## src/rtl/seq_shifter_pkg.sv

```systemverilog
// Shared types and helpers for the sequential shifter.
package seq_shifter_pkg;

  // Shift modes; encodings 3'b110 and 3'b111 are not named and act as pass.
  typedef enum logic [2:0] {
    SH_PASS = 3'b000,
    SH_LSL  = 3'b001,
    SH_LSR  = 3'b010,
    SH_ASR  = 3'b011,
    SH_ROR  = 3'b100,
    SH_ROL  = 3'b101
  } shift_mode_e;

  typedef enum logic [1:0] {
    S_IDLE  = 2'b00,
    S_SHIFT = 2'b01,
    S_DONE  = 2'b10
  } shifter_state_e;

  // True for modes that actually move bits.
  function automatic logic is_shift_mode(input logic [2:0] mode);
    logic res;
    res = 1'b0;
    case (mode)
      SH_LSL, SH_LSR, SH_ASR, SH_ROR, SH_ROL: res = 1'b1;
      default:                                 res = 1'b0;
    endcase
    return res;
  endfunction

endpackage

```

## src/rtl/seq_shifter_shift_step.sv

```systemverilog
// Single-position combinational shift/rotate stage.
module shift_step
  import seq_shifter_pkg::*;
#(
  parameter int unsigned WIDTH = 16
) (
  input  logic [WIDTH-1:0] data,
  input  logic [2:0]       mode,
  output logic [WIDTH-1:0] result
);

  // Move the operand by exactly one bit according to the mode.
  always_comb begin
    result = data;
    case (mode)
      SH_LSL:  result = {data[WIDTH-2:0], 1'b0};
      SH_LSR:  result = {1'b0, data[WIDTH-1:1]};
      SH_ASR:  result = {data[WIDTH-1], data[WIDTH-1:1]};
      SH_ROR:  result = {data[0], data[WIDTH-1:1]};
      SH_ROL:  result = {data[WIDTH-2:0], data[WIDTH-1]};
      default: result = data;
    endcase
  end

endmodule

```

## src/rtl/seq_shifter.sv

```systemverilog
// Multi-cycle shifter: one bit position per clock between two valid/ready handshakes.
module seq_shifter
  import seq_shifter_pkg::*;
#(
  parameter int unsigned WIDTH   = 16,
  parameter int unsigned SHAMT_W = $clog2(WIDTH)
) (
  input  logic               clk,
  input  logic               rst_n,
  input  logic               in_valid,
  output logic               in_ready,
  input  logic [WIDTH-1:0]   in_data,
  input  logic [2:0]         in_mode,
  input  logic [SHAMT_W-1:0] in_amount,
  output logic               out_valid,
  input  logic               out_ready,
  output logic [WIDTH-1:0]   out_data,
  output logic               busy
);

  shifter_state_e     state_q, state_d;
  logic [WIDTH-1:0]   data_q, data_d;
  logic [SHAMT_W-1:0] cnt_q, cnt_d;
  logic [2:0]         mode_q, mode_d;
  logic [WIDTH-1:0]   step_data;

  shift_step #(
    .WIDTH (WIDTH)
  ) u_shift_step (
    .data   (data_q),
    .mode   (mode_q),
    .result (step_data)
  );

  // Handshake and status outputs decode straight from the state register.
  always_comb begin
    in_ready  = (state_q == S_IDLE);
    out_valid = (state_q == S_DONE);
    busy      = (state_q != S_IDLE);
    out_data  = data_q;
  end

  // Next-state and datapath control.
  always_comb begin
    state_d = state_q;
    data_d  = data_q;
    cnt_d   = cnt_q;
    mode_d  = mode_q;
    case (state_q)
      S_IDLE: begin
        if (in_valid) begin
          data_d = in_data;
          mode_d = in_mode;
          if (!is_shift_mode(in_mode) || (in_amount == '0)) begin
            cnt_d   = '0;
            state_d = S_DONE;
          end else begin
            cnt_d   = in_amount;
            state_d = S_SHIFT;
          end
        end
      end
      S_SHIFT: begin
        data_d = step_data;
        cnt_d  = cnt_q - SHAMT_W'(1);
        if (cnt_q == SHAMT_W'(1)) begin
          state_d = S_DONE;
        end
      end
      S_DONE: begin
        if (out_ready) begin
          state_d = S_IDLE;
        end
      end
      default: state_d = S_IDLE;
    endcase
  end

  // State, operand, mode and counter registers.
  always_ff @(posedge clk or negedge rst_n) begin
    if (!rst_n) begin
      state_q <= S_IDLE;
      data_q  <= '0;
      cnt_q   <= '0;
      mode_q  <= SH_PASS;
    end else begin
      state_q <= state_d;
      data_q  <= data_d;
      cnt_q   <= cnt_d;
      mode_q  <= mode_d;
    end
  end

endmodule

```

## config.mk

```make
export PLATFORM = sky130hd
export DESIGN_NAME = seq_shifter
export DESIGN_NICKNAME = d
export VERILOG_FILES = /design/src/rtl/seq_shifter_pkg.sv /design/src/rtl/seq_shifter_shift_step.sv /design/src/rtl/seq_shifter.sv
export SDC_FILE = /design/constraint.sdc
export NUM_CORES = 1
export LEC_CHECK = 0
export CAP_MARGIN = 15
export CORE_MARGIN = 5
export CORE_UTILIZATION = 43
export DETAILED_ROUTE_END_ITERATION = 16
export GPL_TIMING_DRIVEN = 0
export PLACE_DENSITY = 0.71
export SYNTH_ARGS = -nofsm -noshare
export SYNTH_HDL_FRONTEND = slang
export SYNTH_SLANG_ARGS = --single-unit
```

## constraint.sdc

```tcl
create_clock -name clk -period 2.73 [get_ports clk]
set_clock_uncertainty 0.05 [all_clocks]
set_input_delay 0.546 -clock clk [delete_from_list [all_inputs] [get_ports clk]]
set_output_delay 0.546 -clock clk [all_outputs]
set_load 0.005 [all_outputs]
```

* After elaboration in Yosys (flattened, before gate mapping)
Index checks and enable logic that the tools add are counted.
** Storage, ports and cells
- Register bits after elaboration :: 25
- Input port bits :: 27
- Output and inout bits :: 19
- Word-level logic and storage cells :: 51
** Operators by class
- Add/sub/neg operators :: 1
- Equality and inequality tests :: 19
- Mux-type cells :: 14
- Reduce and logical (&&, ||, !) cells :: 12
** Operators by type and width (count)
- $pmux W16 S5 :: 1
- $pmux W16 S2 :: 1
- $mux W16 :: 1
- $eq A3 B2 Y1 const B :: 4
- $eq A3 B3 Y1 const B :: 4
- $mux W2 :: 4
- $mux W4 :: 2
- $pmux W4 S2 :: 1
- $eq A3 B1 Y1 const B :: 2
- $ne A2 B2 Y1 const B :: 3
- $ne A6 B1 Y1 const B :: 1
- $pmux W2 S3 :: 1
- $reduce_and A3 Y1 :: 2
- $ne A5 B1 Y1 const B :: 1
- $reduce_or A5 Y1 :: 1
- $eq A4 B1 Y1 const B :: 1
- $logic_not A4 Y1 :: 1
- $reduce_and A2 Y1 :: 2
- $reduce_and A4 Y1 :: 1
- $reduce_bool A2 Y1 :: 2
- $sub A4 B1 Y4 const B :: 1
- $mux W1 :: 3
- $eq A2 B1 Y1 const B :: 1
- $eq A2 B2 Y1 const B :: 1
- 4 further kinds :: 4

* Longest topological paths before layout
- Word-level depth :: 10
- Gate-level depth with buffers :: 6
- Depth with buffers taken out :: 5

* By module
A second synthesis with hierarchy kept.
** Unflattened totals
- Cells, all modules :: 208
- Area, all modules :: 1945.6 um^2
** Modules (own cells, without submodules)
- seq_shifter :: times used 1, cells each 117, area an instance 1247.4 um^2, seq. area each 625.6 um^2
- shift_step :: times used 1, cells each 91, area an instance 698.2 um^2, seq. area each 0.0 um^2

* Least setup slack after synthesis
Ideal clock, no wire load.
- Path type :: reg2out
- Start point :: reg state_q[1]
- End point :: out in_ready
- Arrival :: 972 ps
- Required time :: 2134 ps
- Setup slack :: 1162 ps
- Cell stages (with the launch flop) :: 4
- Path buffers :: 1
- Cells stage by stage :: dfrtp_1 -> clkbuf_1 -> or2_2 -> inv_1
** On the way
- Longest elaborated chain between the ends :: 1
** RTL lines
- start: declaration :: RTL line seq_shifter.sv:21 : shifter_state_e state_q, state_d;
- start signal: assignment :: RTL line seq_shifter.sv:87 : state_q <= state_d;
- $logic_not A2 Y1 :: RTL line seq_shifter.sv:37 : in_ready = (state_q == S_IDLE);
- end: declaration :: RTL line seq_shifter.sv:11 : output logic in_ready,
Every way passes these cells.

* Worst setup path in the final report
Ends and elaborated chain as after synthesis.

==> metrics.txt <==
RSZ-0062 raised after global routing=no; crit start category=flip-flop; Adder-Cell Fraction of Synth Area=under 10%; Clock Sinks=25; Main synth FF type=dfrtp_1; footprint of the multi-input gates=about 1100 um2; Logic pwr share=between 60% and 70%; Max-Cap Viols=0; Compound-Gate Fraction of Synth Area=a little under a quarter; GP Congestion=~0.83; switching power=between 0.001 and 0.0015 W; Detailed Place HPWL=around 3.5 mm; Final min period=between 2 and 2.5 ns; vias in the first global route=about 1.6k; Clock Latency Late Sink=between 0.2 and 0.3 ns; nets@finish=approximately 290; syn_nets=~240; Crit Path Class=flip-flop to output port; GRT overflow=0; Seq pwr share=~30%; most common cell after layout, fill and taps aside=clkdlybuf4s50_1; first-pass GRT wire length=8.09 mm; EDFF count, synth=0; Core Region=4060 um2; Initial DRC Count=between 100 and 150; setup_tns=0 ns; Post-CTS Repair Setup Buffers=0; largest net degree at the start of global routing=26; Vias=~1.7k; synth warn=0; Num CTS Buffers=3; Post-Syn Area=around 1800 um2; WP data required=~2.1 ns; Pwr Density=between 1000 and 1500 nW/um2; most frequent cells in the layout=44 x clkdlybuf4s50_1, 25 x dfrtp_1, 24 x nand2_1; IO Port Bufs=between 40 and 50; Clock Power Share=between 7 and 8%; clock tree buffer depth=2; Layout fillers=just under 400; Synth cell types=36; die height=about 75 um; Rel. slew slack=approximately three fifths; largest family of logic cells by synthesized area=compound AO/OA/AOI/OAI gates; GRT Overall Usage=a little under a fifth; largest cells by area after synthesis=dfrtp_1 34%, mux2_2 10%, mux2i_1 8.2%; post-route ant nets=0; VDD IR max=0.566 mV; FFs w/ async S/R, synth=100%; Hold WS=about 0.22 ns; Internal Pwr Total=approximately 0.0016 W; sequential share of the synthesized area=34.2%; post-synthesis simple-gate area fraction=roughly 17%; #FFs+latches synth=25; vias per cell=roughly 5.6; final setup violating endpoints=0; status=finished clean; clock root cell=clkbuf_8; Starting Density=about 45%; DR DRC count=0; share of cells above drive strength 1=around 14%; FP Rows=23; Max H-tree Level=1; Max Fclk=between 400 and 500 MHz; Yosys top cell by area=dfrtp_1; Tcrit/Tclk final=between 80% and 90%; Area Overhead vs Synth=30.2%; CTS tree=done; Syn Area/Cell=approximately 8.8 um2; Inst Count DP=between 300 and 400; Critical Path AT=about 1.8 ns; antenna cells=0; Die ar.=between 5000 and 6000 um2; Final Cell Area=2380 um2; worst min path class=primary input to async pin; hold_buf cts=0; # IOs=46; Pre-antenna DRT Iters=4; register area=about 630 um2; wire per inst=between 15 and 20 um; Final Slew Violations=0; # resized after CTS=0; final hold vios=0; area post-placement=~2300 um2; critical path peak fanout=10; Slew @ Worst Pin=about 0.6 ns; final wirelength=4.75 mm; Post-Syn Instances=approximately 210; CTS clk-pin slew, worst paths=0.09 ns; mux contribution to synthesized area=18.7%; initial antenna violation count=0; Post-Synth XOR/XNOR Area=0%; Non-Filler Instances=about 300; chip width=75.2 um; Lkg Pwr=0.982 nW; sw frac=between 40% and 50%; top cell type's share of synthesized area=between 30% and 40%; critical path endpoint category=output port
==> worst paths after layout <==
check,startpoint,endpoint,slack (ns),cells after the start
min in group clk,cnt_q[3],cnt_q[3],0.50,2
min,rst_n,out_data[7],0.22,1
min reg2reg,cnt_q[3],cnt_q[3],0.50,2
max in group asynchronous,rst_n,out_data[15],2.00,1
max,state_q[1],in_ready,0.29,4
max reg2reg,mode_q[0],out_data[13],1.03,5
==> flip-flops by register name, summed over array words and instances, names as in the netlist <==
| register | cells |
|---|---|
| cnt_q | 4 |
| mode_q | 3 |
| out_data | 16 |
| state_q | 2 |
==> stage by stage <==
stage / setup WS [ns] / power [W] / utilization (%)
2_1_floorplan: 1.16 / 0.00196 / -
3_3_place_gp: 0.538 / 0.00256 / 57.7
3_5_place_dp: 0.529 / 0.00260 / 57.7
4_1_cts: 0.269 / 0.00283 / 58.8
5_1_grt: 0.181 / 0.00308 / 58.7
6_report: 0.289 / 0.00282 / 58.7
==> cell usage after synthesis, drive strengths merged, types with 2 or more instances <==
master  instances
a21oi          16
a221oi          2
a31oi           2
a32oi           2
buf             9
clkbuf          7
dfrtp          25
ha              2
inv             4
mux2           17
mux2i          15
nand2          24
nand3b          2
nor2           24
nor2b           4
nor3            2
nor3b           2
nor4            2
o21ai          22
o31ai          15
==> per-layer routing <==
layer / routed length (um) / GRT usage (%) / vias up
met5: 0 / 0 / -
li1: - / - / 855
met3: 239 / 2.27 / 4
met1: 2280 / 27.8 / 814
met2: 2210 / 28.8 / 43
met4: 24 / 3.50 / 0
==> worst max-delay path: stages, from the launching register on <==
cell	delay [ns]
dfrtp_1	0.46
clkbuf_1	0.24
or2_2	0.33
inv_1	0.06
clkdlybuf4s50_1	0.49
==> power groups by stage <==
stage | registers [W] | clock network (W) | logic, W
after floorplan | 0.000782 | 0 | 0.00118
after global placement | 0.000838 | 0 | 0.00172
after detailed placement | 0.000840 | 0 | 0.00176
after CTS | 0.000836 | 0.000229 | 0.00176
after global routing | 0.000877 | 0.000246 | 0.00196
final | 0.000844 | 0.000223 | 0.00175
==> final cells by class <==
cell class                 instances  area share [%]
multi-input combinational        163            45.7
sequential                        25            26.3
timing repair buffer              45            18.7
buffer                            16            4.20
tap                               50            2.63
clock buffer                       4            1.89
inverter                           4           0.630
==> logic make-up after synthesis <==
family                   count (synthesis)
AND/OR/NAND/NOR                         64
multiplexers                            32
buffers and inverters                   20
flip-flops                              25
adder cells (fa/ha/maj)                  2
AO/OA/AOI/OAI                           65
Note: power is estimated with default switching activity, not from simulation.
